File: src/rtl/codificador_hamming_tx.sv
// SECDED Hamming(8,4) transmit encoder with a single-entry registered output stage.
// Define HAMMING_TX_INYECCION_EN to build the one-shot codeword error-injection path.
module codificador_hamming_tx (
  input  logic       reloj,
  input  logic       reset,
  input  logic [3:0] dato,
  input  logic       valido_entrada,
  output logic       listo_entrada,
  output logic [7:0] palabra,
  output logic       valido_salida,
  input  logic       listo_salida,
  input  logic [7:0] mascara_error,
  input  logic       inyectar,
  output logic       inyeccion_armada,
  output logic [7:0] contador_palabras
);

  typedef enum logic {VACIO = 1'b0, LLENO = 1'b1} estado_t;

  estado_t    estado_q, estado_d;
  logic [7:0] palabra_q, palabra_d;
  logic [7:0] cnt_q, cnt_d;
  logic [7:0] codificada;
  logic [7:0] mascara_ef;
  logic       xfer_in, xfer_out;

  // palabra[i] carries Hamming position i+1; bit 7 is overall even parity.
  always_comb begin
    codificada    = 8'h00;
    codificada[2] = dato[0];
    codificada[4] = dato[1];
    codificada[5] = dato[2];
    codificada[6] = dato[3];
    codificada[0] = dato[0] ^ dato[1] ^ dato[3];
    codificada[1] = dato[0] ^ dato[2] ^ dato[3];
    codificada[3] = dato[1] ^ dato[2] ^ dato[3];
    codificada[7] = ^codificada[6:0];
  end

  assign valido_salida     = (estado_q == LLENO);
  assign listo_entrada     = reset || !valido_salida || listo_salida;
  assign xfer_in           = !reset && valido_entrada && listo_entrada;
  assign xfer_out          = valido_salida && listo_salida;
  assign palabra           = palabra_q;
  assign contador_palabras = cnt_q;

`ifdef HAMMING_TX_INYECCION_EN
  logic [7:0] mascara_q, mascara_d;
  logic       armada_q, armada_d;

  // A pulse coinciding with a transfer in hits that same word and never arms.
  assign mascara_ef = inyectar ? mascara_error : (armada_q ? mascara_q : 8'h00);

  always_comb begin
    mascara_d = mascara_q;
    armada_d  = armada_q;
    if (xfer_in) begin
      armada_d = 1'b0;
    end else if (inyectar) begin
      armada_d  = 1'b1;
      mascara_d = mascara_error;
    end
  end

  always_ff @(posedge reloj) begin
    if (reset) begin
      mascara_q <= 8'h00;
      armada_q  <= 1'b0;
    end else begin
      mascara_q <= mascara_d;
      armada_q  <= armada_d;
    end
  end

  assign inyeccion_armada = armada_q;
`else
  logic unused_iny;
  assign unused_iny       = ^{mascara_error, inyectar};
  assign mascara_ef       = 8'h00;
  assign inyeccion_armada = 1'b0;
`endif

  always_comb begin
    estado_d  = estado_q;
    palabra_d = palabra_q;
    cnt_d     = cnt_q;
    if (xfer_out) cnt_d = cnt_q + 8'd1;
    unique case (estado_q)
      VACIO: if (xfer_in) estado_d = LLENO;
      LLENO: if (xfer_out && !xfer_in) estado_d = VACIO;
      default: estado_d = VACIO;
    endcase
    if (xfer_in) palabra_d = codificada ^ mascara_ef;
  end

  always_ff @(posedge reloj) begin
    if (reset) begin
      estado_q  <= VACIO;
      palabra_q <= 8'h00;
      cnt_q     <= 8'h00;
    end else begin
      estado_q  <= estado_d;
      palabra_q <= palabra_d;
      cnt_q     <= cnt_d;
    end
  end

endmodule

File: config.mk
export PLATFORM = sky130hd
export DESIGN_NAME = codificador_hamming_tx
export DESIGN_NICKNAME = d
export VERILOG_FILES = /design/src/rtl/codificador_hamming_tx.sv
export SDC_FILE = /design/constraint.sdc
export NUM_CORES = 1
export LEC_CHECK = 0
export ABC_AREA = 1
export CORE_ASPECT_RATIO = 0.7
export CORE_MARGIN = 8
export CORE_UTILIZATION = 35
export DETAILED_ROUTE_END_ITERATION = 6
export PLACE_DENSITY_LB_ADDON = 0.25
export SETUP_SLACK_MARGIN = 0.05
export SLEW_MARGIN = 20
export SYNTH_ARGS = -nofsm -noshare
export SYNTH_HDL_FRONTEND = slang
export SYNTH_SLANG_ARGS = --single-unit
File: constraint.sdc
create_clock -name reloj -period 1.62 [get_ports reloj]
set_input_delay 0.405 -clock reloj [delete_from_list [all_inputs] [get_ports reloj]]
set_output_delay 0.405 -clock reloj [all_outputs]
set_load 0.01 [all_outputs]
Word level (Yosys, flattened, before mapping)
Cells that the tools add are included.

$add $sub $neg: 1. Muxes and demuxes: 3. Bitwise operators: 7. Reduce and logical (&&, ||, !) cells: 10.

Operators by type and width (number): 8-bit by 1-bit adder with 8-bit output (second input constant) (1); 7-bit XOR reduction (1); 1-bit bitwise XOR (6); 1-bit logical AND (4); 1-bit logical NOT (3); 1-bit logical OR (2); 1-bit 2-to-1 mux (2); 1-bit one-hot mux with 2 select lines (1); 1-bit NOT (1).

Bits in registers: 17. Input port bits: 17. Output and inout bits: 19. Word-level logic and storage cells: 24.

Depth between registers and ports, before layout
Gate-level depths: netlist of run 1.

Depth in word-level cells: 8. Gate-level depth with buffers: 6. Gate-level depth less buffers: 6.

Least setup slack after synthesis of run 1
Ideal clock, no wire load.

Path type: flip-flop to flip-flop. From: register cnt_q[0], in the netlist contador_palabras[0]. To: register cnt_q[4], in the netlist contador_palabras[4]. Library setup time: 0.115 ns. Data arrival time: 0.979 ns. Slack: 0.526 ns. Stages on the path, launching flop included: 7. Path buffers: 0. Period minus slack after synthesis: 1.094 ns. Cells stage by stage: dfxtp_1 -> ha_1 -> nand3_1 -> nor2_2 -> nand3_1 -> nand2_1 -> nor2_1.

Longest elaborated chain between the ends: 1.

Ends and longest elaborated chain: start: declaration (RTL line 22) `logic [7:0] cnt_q, cnt_d;`; start signal: assignment (RTL line 104) `cnt_q <= cnt_d;`; 8-bit by 1-bit adder with 8-bit output (RTL line 87) `if (xfer_out) cnt_d = cnt_q + 8'd1;`.

No other way between the ends. A chain may end at the register's enable or synchronous reset.

Worst setup path in the final report of run 1
From: input port reset. To: output port listo_entrada.

Longest elaborated chain between the ends: 2.

Ends and longest elaborated chain: start: declaration (RTL line 5) `input logic reset,`; 1-bit logical OR (2 in a row) (RTL line 41) `assign listo_entrada = reset || !valido_salida || listo_salida;`; end: declaration (RTL line 8) `output logic listo_entrada,`.

No other way between the ends.

==> run metrics, run 1 <==
run status=complete, no violations; r2r endpoint=contador_palabras[4]; I/O pin count=36; unrepaired setup endpoints after global routing=no; Syn-to-layout area delta=39.2%; CTS Buf Count=3; fmax=665 MHz; Critical-path top delay cell=clkdlybuf4s50_1; wire length per cell after detailed routing=10.2 um; post-route setup TNS=0 ps; WL final=1780 um; Die ar.=4080 um^2; layout cells sized above 1=15.5%; CP Cell Sequence=clkdlybuf4s50_1 -> inv_2 -> nand3_2 -> buf_6; Startpoint Class=primary input; hold_sp=listo_salida; Pwr Density=734 nW/um^2; Std-Cell Core Area=2150 um^2; Crit. End Element=output pin; Net Count, Synth=130; Net count, final=161; unique cell type count in the Yosys netlist=18; global route total overflow=0; first-pass GRT wire length=2930 um; fin cells=174; HPWL after DPL=1420 um; CP max FO=2; Worst IR Drop VDD=541 uV; fin crit period=1500 ps; top cells by area, synth=dfxtp_1 43%, nand2_1 14%, nand3_1 13%; GPL Wtd Cong=0.865; 1st-iter DRT viols=59; final period utilization=92.8%; Reg clk slew, reported paths=100 ps; CTS max path bufs=2; Leak=0.570 nW; Fin. Hold Viols=0; Num Clock Sinks=17; FILL cells=219; slowest stage delay, CP=410 ps; Post-synth EDFFs=0; pre-CTS WS=-379 ps; leading area contributor after synthesis=dfxtp_1; Cell Count Post-Placement=170; cell with the most instances after synthesis=nand2_1; antenna violations before repair=0; RR Startpoint=contador_palabras[0]; DR vias/cell=4.34; Syn Inst Count=112; Synth async-reset ratio=0%; Synth top area share=42.7%; TritonCTS clock tree=yes; setup slack, reg-to-reg=450 ps; ANT cells=0; Max Slew Vio Count=0; clk root buf=clkbuf_4; Storage cell area=343 um^2; Util after Layout=51.5%; pin count of the biggest net entering global routing=19; multi-input logic area=393 um^2; htree depth=1; final setup fails=0; most common flop cell mapped by yosys=dfxtp_1; Initial Util=37.0%; Die Y=55.9 um; FF-to-FF path depth=6; FP Rows=14; global-route usage over all layers=8.88%; Seq/Total Area, Yosys=42.7%; hold buffers post-CTS=0; Syn Area/Cell=7.12 um^2; Post-DRT Antenna Nets=0; hold path cells=4; Setup WS post-layout=117 ps; kind of critical path=in -> out; most frequent cells after synthesis=30 x nand2_1, 21 x nand3_1, 17 x dfxtp_1; crit path DAT=1100 ps; drt first pass iters=4; # Max-Cap Violations=0; synth warn=0; Post-Synthesis Cell Area=797 um^2; drt drc=0; CP required=1210 ps; post-CTS setup buffer count=0; Worst Skew=5.54 ps; PortBufs=25; #FFs+latches synth=17; number of global-route vias before repair=689; vias=755; die width=73.0 um; Worst-Skew Late Latency=280 ps; Hold EP=valido_salida; worst hold path class=in -> reg
## power breakdown
group          switching [W]  internal [W]  leakage (nW)
clock network       0.000125     0.0000956        0.0150
logic              0.0000738     0.0000659         0.415
registers          0.0000146      0.000440         0.140
total               0.000213      0.000602         0.570
## cell type report
cell class              instances  share of cell area (%)
repair buffers                 29                    23.7
multi-input cells              80                    35.4
clock buffers                   4                    2.37
flip-flops and latches         17                    30.9
well taps                      32                    3.61
inverters                      12                    4.06
## state kept, by name, summed over array words and instances, names as in the netlist
register	cells
palabra	8
valido_salida	1
contador_palabras	8
## worst max-delay path: cells and delay by family
kind                   cells  cell delay [ps]
buffers and inverters      3              610
and+or+nand+nor            1               80
## cell usage in the layout, fill, tap and decap left out, types with 3 or more instances in the layout
cell type	count
nor2_1	12
inv_1	10
nand2_1	30
nand3_1	20
dlygate4sd2_1	17
buf_4	4
clkdlybuf4s50_1	6
clkbuf_4	3
dfxtp_1	15
o21ai_2	4
a21oi_1	4
nand3_2	3
## layer usage
metal  vias up  GRT usage, %  wire, um
met5         -             0         0
met4         0          1.70         8
met3         2          6.29       194
met2        22          11.7       730
met1       313          11.3       842
li1        418             -         -
## metrics by stage
| step | instance area [um^2] | hold WS, ps | power, W |
|---|---|---|---|
| detailed placement | 1090 | 460 | 0.000619 |
| CTS | 1100 | 471 | 0.000826 |
| global route | 1110 | 470 | 0.000876 |
| floorplan | 797 | 491 | 0.000538 |
| finish | 1110 | 462 | 0.000815 |
| global placement | 1090 | 459 | 0.000616 |
## worst max-delay path by stage
stage                                     from              endpoint
after global routing                     reset         listo_entrada
after global placement            listo_salida         listo_entrada
after detailed placement          listo_salida         listo_entrada
after floorplan           contador_palabras[0]  contador_palabras[4]
after CTS                         listo_salida         listo_entrada
final                                    reset         listo_entrada
## timing repair
action | CTS | global route
endpoints found under the hold margin | 0 | 0
resized for setup | 23 | 4
setup endpoints to repair | 18 | 1
## logic make-up after synthesis
logic type | count (synthesis) | share of synthesized area [%]
other | 1 | 0.471
DFF | 17 | 42.7
and+or+nand+nor | 68 | 38.5
AOI/OAI and AO/OA | 10 | 8.16
adders and majority gates | 1 | 1.57
buffers and inverters | 15 | 8.63
Power figures use the tool's default switching activity.
==> run 2: changes to the inputs <==
Settings changed: CTS_CLUSTER_DIAMETER set to 150.
Clock period 1.62 ns to 1.7 ns, I/O delays scaled along.
==> run metrics, run 2 (synthesis results as in run 1) <==
setup slack, reg-to-reg=560 ps; global-route usage over all layers=8.89%; unrepaired setup endpoints after global routing=no; layout cells sized above 1=14.8%; commonest non-fill, non-tap cell in the layout=nand2_1; drt drc=0; Fin. Hold Viols=0; number of global-route vias before repair=678; RR Startpoint=contador_palabras[0]; TritonCTS clock tree=yes; Post-DRT Antenna Nets=0; Worst IR Drop VDD=554 uV; FF-to-FF path depth=6; HPWL after DPL=1430 um; Pwr Density=697 nW/um^2; Crit. End Element=output pin; PortBufs=25; kind of critical path=in -> out; Syn-to-layout area delta=42.1%; post-CTS setup buffer count=0; Startpoint Class=primary input; Worst-Skew Late Latency=290 ps; first-pass GRT wire length=2930 um; Initial Util=37.0%; Die ar.=4080 um^2; I/O pin count=36; # Max-Cap Violations=0; Cell Count Post-Placement=170; run status=complete, no violations; r2r endpoint=contador_palabras[4]; final setup fails=0; Die Y=55.9 um; commonest cells after routing, fill and taps aside=30 x nand2_1, 20 x nand3_1, 15 x dfxtp_1; CTS Buf Count=3; drt first pass iters=4; Worst Skew=1.89 ps; pin count of the biggest net entering global routing=19; die width=73.0 um; Leak=0.633 nW; worst setup path startpoint=listo_salida; Worst Setup EP=listo_entrada; antenna violations before repair=0; final period utilization=93.7%; ANT cells=0; Net count, final=161; htree depth=1; worst hold path class=reg -> reg; Max Slew Vio Count=0; WL final=1840 um; fmax=628 MHz; CP max FO=2; CTS max path bufs=2; Hold WS=471 ps; Std-Cell Core Area=2150 um^2; Num Clock Sinks=17; GPL Wtd Cong=0.865; FP Rows=14; hold buffers post-CTS=0; clk root buf=clkbuf_4; Reg clk slew, reported paths=90 ps; fin crit period=1590 ps; CP required=1270 ps; global route total overflow=0; DR vias/cell=4.39; crit path DAT=1170 ps; fin cells=174; wire length per cell after detailed routing=10.6 um; 1st-iter DRT viols=44; vias=763
[run 2: changes by cell type in the layout (fill, tap and decap cells not counted)]
cell             previous run  this run
dlygate4sd2_1              17         6
dlymetal6s2s_1              1         7
clkdlybuf4s50_1             6        11
buf_2                       0         1
buf_6                       1         0
inv_1                      10        11
inv_2                       2         1
[run 2: worst min path at each step]
| stage | startpoint | cells past startpoint | to | slack, ps |
|---|---|---|---|---|
| final | palabra[0] | 2 | palabra[0] | 470 |
| after global routing | palabra[1] | 2 | palabra[1] | 500 |
| after CTS | palabra[0] | 2 | palabra[0] | 480 |
| after detailed placement | palabra[0] | 2 | palabra[0] | 460 |
| after global placement | palabra[3] | 2 | palabra[3] | 460 |
| after floorplan | palabra[0] | 2 | palabra[0] | 490 |
[run 2: area by class of cell]
cell class                      instances  area (um^2)
Fill cell                             221         1020
Multi-Input combinational cell         80          393
Sequential cell                        17          343
Timing Repair Buffer                   29          285
Inverter                               12         45.0
Tap cell                               32         40.0
Clock buffer                            4         26.3
[run 2: what timing repair did]
item / CTS / global route
pin swaps: 0 / 0
setup endpoints to repair: 7 / 8
resized for setup: 12 / 8
[run 2: layer usage]
metal  vias up  global-route usage [%]  part of all wire [%]
met5         -                       0                     0
met4         0                    1.70                  0.54
met3         2                    6.65                    10
met2        21                    12.2                    41
met1       323                    10.7                    48
li1        417                       -                     -
[run 2: per-stage QoR]
stage	instance area, um^2	util [%]	TNS [ps]	setup slack, ps	total power [W]
final	1130	52.6	0	108	0.000789
after global routing	1130	52.6	0	53.1	0.000843
after CTS	1110	51.5	0	57.4	0.000801
after detailed placement	1090	50.8	-330	-330	0.000590
after global placement	1090	50.8	-318	-318	0.000587
after floorplan	797	-	0	606	0.000513
[run 2: critical path: stages]
cell             delay [ps]
clkdlybuf4s50_1         470
inv_1                    60
nand3_2                  80
buf_2                   130
[run 2: power by group]
part	internal (W)	switching, W	leakage, nW
logic	0.0000709	0.0000703	0.478
clock network	0.0000912	0.000124	0.0150
registers	0.000419	0.0000137	0.140
total	0.000581	0.000208	0.633
